==> src/rtl/riscv_arb_pkg.sv <==
// Shared definitions for the unified memory arbiter.
//   arb_state_t : arbiter FSM state encodings
//   SZ_B/H/W    : memory access size codes
//   tmo_width   : width of the timeout counter for a given timeout
package riscv_arb_pkg;

    typedef enum logic [1:0] {
        IDLE  = 2'd0,
        FETCH = 2'd1,
        DATA  = 2'd2,
        DROP  = 2'd3
    } arb_state_t;

    localparam logic [1:0] SZ_B = 2'b00;
    localparam logic [1:0] SZ_H = 2'b01;
    localparam logic [1:0] SZ_W = 2'b10;

    // Counter must hold values 0 .. cyc-1; a zero timeout still gets one bit.
    function automatic int unsigned tmo_width(input int unsigned cyc);
        return (cyc > 1) ? $clog2(cyc + 1) : 1;
    endfunction

endpackage

==> src/rtl/arb_perf_counter.sv <==
// 32-bit free-running event counter, wraps at 2^32.
//   clk   : rising-edge clock
//   reset : asynchronous active-low clear
//   en    : count this cycle
//   count : current count
module arb_perf_counter (
    input  logic        clk,
    input  logic        reset,
    input  logic        en,
    output logic [31:0] count
);

    always_ff @(posedge clk or negedge reset) begin
        if (!reset) begin
            count <= '0;
        end else if (en) begin
            count <= count + 32'd1;
        end
    end

endmodule

==> src/rtl/unified_mem_arbiter.sv <==
// Shares one single-port variable-latency memory between the fetch port and
// the data port. Each access runs request -> grant -> ack; data has priority.
// A flush cancels a pending or in-flight fetch (in-flight ones drain in DROP).
// Optional feature macro: ARB_PERF_CNT_EN adds stall/conflict counters.
// Ports:
//   clk, reset(async, active-low)
//   if_req/if_addr -> if_rdata/if_ready            fetch port
//   dm_req/dm_we/dm_size/dm_addr/dm_wdata -> dm_rdata/dm_ready   data port
//   flush                                          cancel fetch
//   mem_req/mem_we/mem_size/mem_addr/mem_wdata, mem_rdata/mem_ack   memory
//   stall                                          pipeline hold
//   perf_stall_cnt, perf_conflict_cnt              (ARB_PERF_CNT_EN only)
//   err                                            timeout abort pulse
module unified_mem_arbiter
    import riscv_arb_pkg::*;
#(
    parameter int unsigned AW          = 32,
    parameter int unsigned DW          = 32,
    parameter int unsigned TIMEOUT_CYC = 64
) (
    input  logic          clk,
    input  logic          reset,
    input  logic          if_req,
    input  logic [AW-1:0] if_addr,
    output logic [DW-1:0] if_rdata,
    output logic          if_ready,
    input  logic          dm_req,
    input  logic          dm_we,
    input  logic [1:0]    dm_size,
    input  logic [AW-1:0] dm_addr,
    input  logic [DW-1:0] dm_wdata,
    output logic [DW-1:0] dm_rdata,
    output logic          dm_ready,
    input  logic          flush,
    output logic          mem_req,
    output logic          mem_we,
    output logic [1:0]    mem_size,
    output logic [AW-1:0] mem_addr,
    output logic [DW-1:0] mem_wdata,
    input  logic [DW-1:0] mem_rdata,
    input  logic          mem_ack,
    output logic          stall,
`ifdef ARB_PERF_CNT_EN
    output logic [31:0]   perf_stall_cnt,
    output logic [31:0]   perf_conflict_cnt,
`endif
    output logic          err
);

    localparam int unsigned     CW       = tmo_width(TIMEOUT_CYC);
    localparam logic [CW-1:0]   TMO_LAST = (TIMEOUT_CYC > 0) ? CW'(TIMEOUT_CYC - 1) : '0;
    localparam bit              TMO_EN   = (TIMEOUT_CYC > 0);

    arb_state_t    state;
    logic [CW-1:0] tmo_cnt;
    logic          grant_dm;
    logic          grant_if;
    logic          tmo_hit;

    // A requester whose ready is pulsing this cycle is still holding req;
    // masking it prevents a duplicate grant in that IDLE cycle.
    assign grant_dm = dm_req & ~dm_ready;
    assign grant_if = if_req & ~if_ready & ~flush;
    assign tmo_hit  = TMO_EN && !mem_ack && (tmo_cnt == TMO_LAST);

    assign stall = reset & ((if_req & ~if_ready) | (dm_req & ~dm_ready));

    always_ff @(posedge clk or negedge reset) begin
        if (!reset) begin
            state     <= IDLE;
            tmo_cnt   <= '0;
            mem_req   <= 1'b0;
            mem_we    <= 1'b0;
            mem_size  <= '0;
            mem_addr  <= '0;
            mem_wdata <= '0;
            if_rdata  <= '0;
            if_ready  <= 1'b0;
            dm_rdata  <= '0;
            dm_ready  <= 1'b0;
            err       <= 1'b0;
        end else begin
            if_ready <= 1'b0;
            dm_ready <= 1'b0;
            err      <= 1'b0;
            case (state)
                IDLE: begin
                    tmo_cnt <= '0;
                    if (grant_dm) begin
                        mem_req   <= 1'b1;
                        mem_we    <= dm_we;
                        mem_size  <= dm_size;
                        mem_addr  <= dm_addr;
                        mem_wdata <= dm_wdata;
                        state     <= DATA;
                    end else if (grant_if) begin
                        mem_req   <= 1'b1;
                        mem_we    <= 1'b0;
                        mem_size  <= SZ_W;
                        mem_addr  <= if_addr;
                        mem_wdata <= '0;
                        state     <= FETCH;
                    end
                end
                default: begin
                    // FETCH, DATA and DROP share completion and timeout handling;
                    // only the owner decides where data and ready go.
                    if (mem_ack) begin
                        mem_req <= 1'b0;
                        tmo_cnt <= '0;
                        state   <= IDLE;
                        if (state == DATA) begin
                            dm_rdata <= mem_rdata;
                            dm_ready <= 1'b1;
                        end else if (state == FETCH && !flush) begin
                            if_rdata <= mem_rdata;
                            if_ready <= 1'b1;
                        end
                    end else if (tmo_hit) begin
                        mem_req <= 1'b0;
                        tmo_cnt <= '0;
                        state   <= IDLE;
                        err     <= 1'b1;
                        if (state == DATA) begin
                            dm_rdata <= '0;
                            dm_ready <= 1'b1;
                        end else if (state == FETCH && !flush) begin
                            if_rdata <= '0;
                            if_ready <= 1'b1;
                        end
                    end else begin
                        tmo_cnt <= tmo_cnt + 1'b1;
                        if (state == FETCH && flush) begin
                            state <= DROP;
                        end
                    end
                end
            endcase
        end
    end

`ifdef ARB_PERF_CNT_EN
    logic conflict;
    assign conflict = (state == IDLE) & if_req & dm_req;

    arb_perf_counter u_stall_cnt (
        .clk   (clk),
        .reset (reset),
        .en    (stall),
        .count (perf_stall_cnt)
    );

    arb_perf_counter u_conflict_cnt (
        .clk   (clk),
        .reset (reset),
        .en    (conflict),
        .count (perf_conflict_cnt)
    );
`endif

endmodule

==> config.mk <==
export PLATFORM = sky130hd
export DESIGN_NAME = unified_mem_arbiter
export DESIGN_NICKNAME = d
export VERILOG_FILES = /design/src/rtl/riscv_arb_pkg.sv /design/src/rtl/arb_perf_counter.sv /design/src/rtl/unified_mem_arbiter.sv
export SDC_FILE = /design/constraint.sdc
export NUM_CORES = 1
export LEC_CHECK = 0
export ABC_AREA = 1
export ABC_CLOCK_PERIOD_IN_PS = 1600
export CAP_MARGIN = 10
export CORE_MARGIN = 3
export CORE_UTILIZATION = 42
export CTS_CLUSTER_DIAMETER = 80
export DETAILED_ROUTE_END_ITERATION = 16
export PLACE_DENSITY = 0.85
export REMOVE_ABC_BUFFERS = 1
export SLEW_MARGIN = 20
export SYNTH_ARGS = -nofsm -noshare
export SYNTH_HDL_FRONTEND = slang
export SYNTH_SLANG_ARGS = --single-unit
==> constraint.sdc <==
create_clock -name clk -period 1.6 [get_ports clk]
set_input_delay 0.16 -clock clk [delete_from_list [all_inputs] [get_ports clk]]
set_output_delay 0.16 -clock clk [all_outputs]
set_load 0.005 [all_outputs]
[Word level (Yosys, flattened, before mapping)]
Cells that the tools add are included.
Word-level totals
  bits in registers: 144
  latch bits: 0
  bits in writable memories: 0
  memory bits (read-only): 0
  input bits: 137
  output and inout port bits: 136
  logic and storage cells: 86
  memories kept: 0
Cells by class
  add/subtract/negate cells: 1
  multiply operators: 0
  div/mod/pow operators: 0
  $lt $le $gt $ge: 0
  equality and inequality tests: 4
  shift-type cells: 0
  muxes and demuxes: 44
  bitwise operators: 10
  reductions and logical operators: 15
Operators with widths (count)
  32-bit 2-to-1 mux: 14
  7-bit 2-to-1 mux: 3
  1-bit 2-to-1 mux: 19
  2-bit 2-to-1 mux: 8
  7-bit by 1-bit adder with 7-bit output, second input constant: 1
  7-bit by 6-bit equality test with 1-bit output, second input constant: 1
  2-bit AND reduction: 3
  1-bit NOT: 5
  1-bit bitwise AND: 4
  4-bit AND reduction: 1
  2-bit nonzero test: 2
  4-bit nonzero test: 1
  1-bit logical AND: 3
  3-bit != test, second input constant: 1
  3-bit AND reduction: 1
  3-bit nonzero test: 1
  2-bit by 1-bit equality test with 1-bit output, second input constant: 1
  2-bit equality test, second input constant: 1
  1-bit logical NOT: 2
  2-bit logical NOT: 1
  1-bit OR: 1

[Longest topological paths before layout]
Gate-level depths: netlist of run 1.
  depth in word-level cells: 7
  gate-level depth with buffers: 10
  gate-level depth less buffers: 8

[Worst setup path before layout of run 1]
Ideal clock, no wire load.
  kind: reg-to-reg
  start point: register tmo_cnt[0]
  end point: register if_rdata[22]
  setup time: 130 ps
  data arrival time: 1299 ps
  setup slack: 170 ps
  cell stages (with the launch flop): 9
  period minus slack after synthesis: 1430 ps
  path through: dfrtp_1 -> ha_1 -> nand2_2 -> nor2_4 -> nand2_2 -> nand2_2 -> nand2_2 -> clkbuf_1 -> o21ai_1
Between the ends
  cells in the longest elaborated chain, start to end: 4
RTL lines
  start: declaration: RTL line unified_mem_arbiter.sv:55  | logic [CW-1:0] tmo_cnt;
  start signal: assignment: RTL line unified_mem_arbiter.sv:132  | tmo_cnt <= tmo_cnt + 1'b1;
  7-bit by 6-bit equality test with 1-bit output: RTL line unified_mem_arbiter.sv:64  | assign tmo_hit = TMO_EN && !mem_ack && (tmo_cnt == TMO_LAST);
  1-bit logical AND: RTL line unified_mem_arbiter.sv:64
  2-bit nonzero test (no source line)
  4-bit AND reduction (no source line)
  end signal: assignment: RTL line unified_mem_arbiter.sv:116  | if_rdata <= mem_rdata;
  end: declaration: RTL line unified_mem_arbiter.sv:25  | output logic [DW-1:0] if_rdata,
Every way passes these cells.
A chain may end at the register's enable or synchronous reset.

[Worst setup path after layout of run 1]
  start point: register tmo_cnt[1]
  end point: register if_rdata[5]
The elaborated chain is that of the path after synthesis.

==> reports/qor.txt, run 1 <==
Placed Cells = 1113
Clock transition at the registers of the reported paths = 0.06 ns
# fillers = 1108
Commonest register cell after synthesis = dfrtp_1
Routed wl met2 = 8.49 mm
Num CTS Buffers = 17
Routed WL = 17.2 mm
Largest cells by area after synthesis = dfrtp_1 59%, nand2_1 17%, o21ai_2 6.2%, o21ai_0 5.3%, inv_1 2.7%
Worst EP arrival = 1.81 ns
Setup violations, final = 0
Crit. End Element = register
Clk pwr share = 22.1%
Pwr per Cell Area = 1730 nW/um^2
Gate power share = 41.6%
Final antenna-violating net count = 0
Clock skew = 0.0126 ns
Via Count = 5408
CTS root buf = clkbuf_16
Clock Latency Late Sink = 0.41 ns
Worst Setup Start Kind = register
Antenna violations before repair = 0
Mapped Cells = 675
Pint = 11.5 mW
Top Ports = 273
Rows = 43
Critical path required time = 1.90 ns
Post-synth top cells = 281 x nand2_1, 144 x dfrtp_1, 65 x o21ai_0
Share of cells above drive strength 1 = 11.2%
Kind of critical path = reg2reg
Metal3 WL = 1.49 mm
Count leader, synth = nand2_1
Initial drt markers = 328
# clock sinks = 144
Post-Syn Area = 6100 um^2
Router iterations before antenna repair = 4
Gr ovfl total = 0
Max VDD drop = 1.01 mV
Psw = 5.29 mW
H-tree depth = 4
Final worst-path cycle share = 94.4%
Post-synth EDFFs = 0
Min-delay worst type = in2reg
Global Route Usage Sum = 21.3%
Final Hold Fails = 0
CP Max Fanout = 30
P_leak = 4.56 nW
Die Y = 127 um
Seq pwr share = 36.3%
Async SR Flop Fraction = 100%
CTS tree = done
Die area = 16000 um^2
Fmax achieved = 662 MHz
Gpl congestion = 0.823
Slew Limit Fails = 0
FF+latch count, synth = 144
Chip width = 127 um
Bufs on Longest Clock Path = 2
Cell taking the most area after synthesis = dfrtp_1
Core area = 14000 um^2
Routed WL per cell = 15.1 um
Setup TNS = 0 ns
Initial Util = 43.5%
M1 wire length = 6.80 mm
Syn Area/Cell = 9.04 um^2
Largest net degree at the start of global routing = 145
WHS = 0.280 ns
Area share of the largest cell type after synthesis = 59.0%
Layout Area Growth over Synthesis = 58.8%
RSZ-0062 raised after global routing = false
Sequential area share after synthesis = 59.0%
Top sig layer = met4
IO buf count = 272
Switching Share = 31.5%
Final nets = 1091
HPWL Detailed = 12.5 mm
Slew HR = 47.9%
Finished Layout Cells = 1145
DR vias/cell = 4.72
Library cells used by synthesis = 24
Number of antenna diodes = 0
First-pass GRT wire length = 27.2 mm
Synth Warn # = 0
Vias in the first global route = 5373
Minimum clock period = 1.51 ns
DRC Markers = 0
Max Cap Viol = 0
Outcome = completed
Actual slew at the worst max-slew pin = 0.781 ns
## worst max-delay path, cell delays in order, from the launching register on
cell	delay, ns
dfrtp_1	0.37
ha_2	0.21
nand2_2	0.08
nor2_4	0.12
nand2_2	0.08
nand2_4	0.09
nand2_4	0.10
buf_12	0.18
nand2_1	0.09
o21ai_2	0.06
## power by group through the flow
stage	clock network (mW)	registers (mW)	logic, mW
2_1_floorplan	0	6.18	2.28
3_3_place_gp	0	6.04	6.84
3_5_place_dp	0	6.11	7.02
4_1_cts	3.80	6.09	7.08
5_1_grt	3.97	6.28	7.65
6_report	3.71	6.09	6.97
## placed cells by master (no fill, tap or decap), types with 2 or more instances in the layout
cell	count
buf_6	2
nand2_1	280
a21oi_1	2
clkbuf_1	2
buf_4	13
inv_1	44
clkinv_4	2
clkbuf_8	3
o21ai_2	43
nand2_4	3
nand2_2	4
clkinv_2	4
o21ai_1	21
clkdlybuf4s50_1	270
nand3_1	5
o21ai_0	65
clkbuf_16	17
nor2_4	2
buf_12	10
dfrtp_1	144
nor2_1	15
## flip-flops by register name, indices dropped and copies added (netlist names)
register   flops
dm_rdata      32
tmo_cnt        7
if_ready       1
dm_ready       1
mem_wdata     32
if_rdata      32
mem_we         1
state          2
mem_addr      32
mem_size       2
mem_req        1
err            1
## area by class of cell
class / count / area [um^2] / area share, %
Clock buffer: 22 / 474 / 4.89
Clock inverter: 9 / 83.8 / 0.865
Inverter: 44 / 165 / 1.70
Multi-Input combinational cell: 449 / 2100 / 21.7
Sequential cell: 144 / 3600 / 37.2
Tap cell: 180 / 225 / 2.32
Timing Repair Buffer: 297 / 3040 / 31.4
## stage by stage
step	setup WS, ns	total power, mW	utilization, %	area, um^2
finish	0.0891	16.8	69.0	9690
global route	0.0124	17.9	69.0	9690
floorplan	-1.07	8.47	-	5850
CTS	0.0270	17.0	68.9	9680
detailed placement	-0.0248	13.1	64.8	9110
global placement	-0.0272	12.9	64.8	9110
## kinds of logic after synthesis
family | after synthesis | synth area share (%)
compound gates | 133 | 13.6
simple gates | 314 | 20.1
flops | 144 | 59.0
fa+ha+maj | 1 | 0.205
xor+xnor | 1 | 0.143
buf+inv | 82 | 6.89
## final timing paths
| check | startpoint | to | slack [ns] | depth (start not counted) |
|---|---|---|---|---|
| min | dm_wdata[27] | mem_wdata[27] | 0.28 | 3 |
| max | tmo_cnt[1] | if_rdata[5] | 0.09 | 9 |
| max reg2reg | tmo_cnt[1] | if_rdata[5] | 0.09 | 9 |
| max in group asynchronous | reset | if_rdata[11] | 0.54 | 3 |
| min reg2reg | mem_wdata[17] | mem_wdata[17] | 0.47 | 2 |
| min in group asynchronous | reset | mem_addr[11] | 0.45 | 3 |
## layer usage
metal | global-route usage [%] | vias up
li1 | - | 2683
met1 | 24.9 | 2493
met2 | 36.1 | 202
met3 | 7.75 | 30
met4 | 7.95 | 0
met5 | 0 | -
## what timing repair did
action,CTS,global route
resized for setup,2,4
hold buffers,1,0
setup buffers,0,0
endpoints found under the hold margin,144,0
cloned,0,0
setup endpoints to repair,2,48
No activity file was read; power rests on OpenSTA's default activity.
==> run 2: changes to the inputs <==
--- a/config.mk
+++ b/config.mk
@@ -12,6 +12,7 @@
 export CORE_UTILIZATION = 42
 export CTS_CLUSTER_DIAMETER = 80
 export DETAILED_ROUTE_END_ITERATION = 16
+export GPL_ROUTABILITY_DRIVEN = 0
 export PLACE_DENSITY = 0.85
 export REMOVE_ABC_BUFFERS = 1
 export SLEW_MARGIN = 20
==> results of run 2 <==
No change in the layout: final DEF, timing and power equal those of run 1.
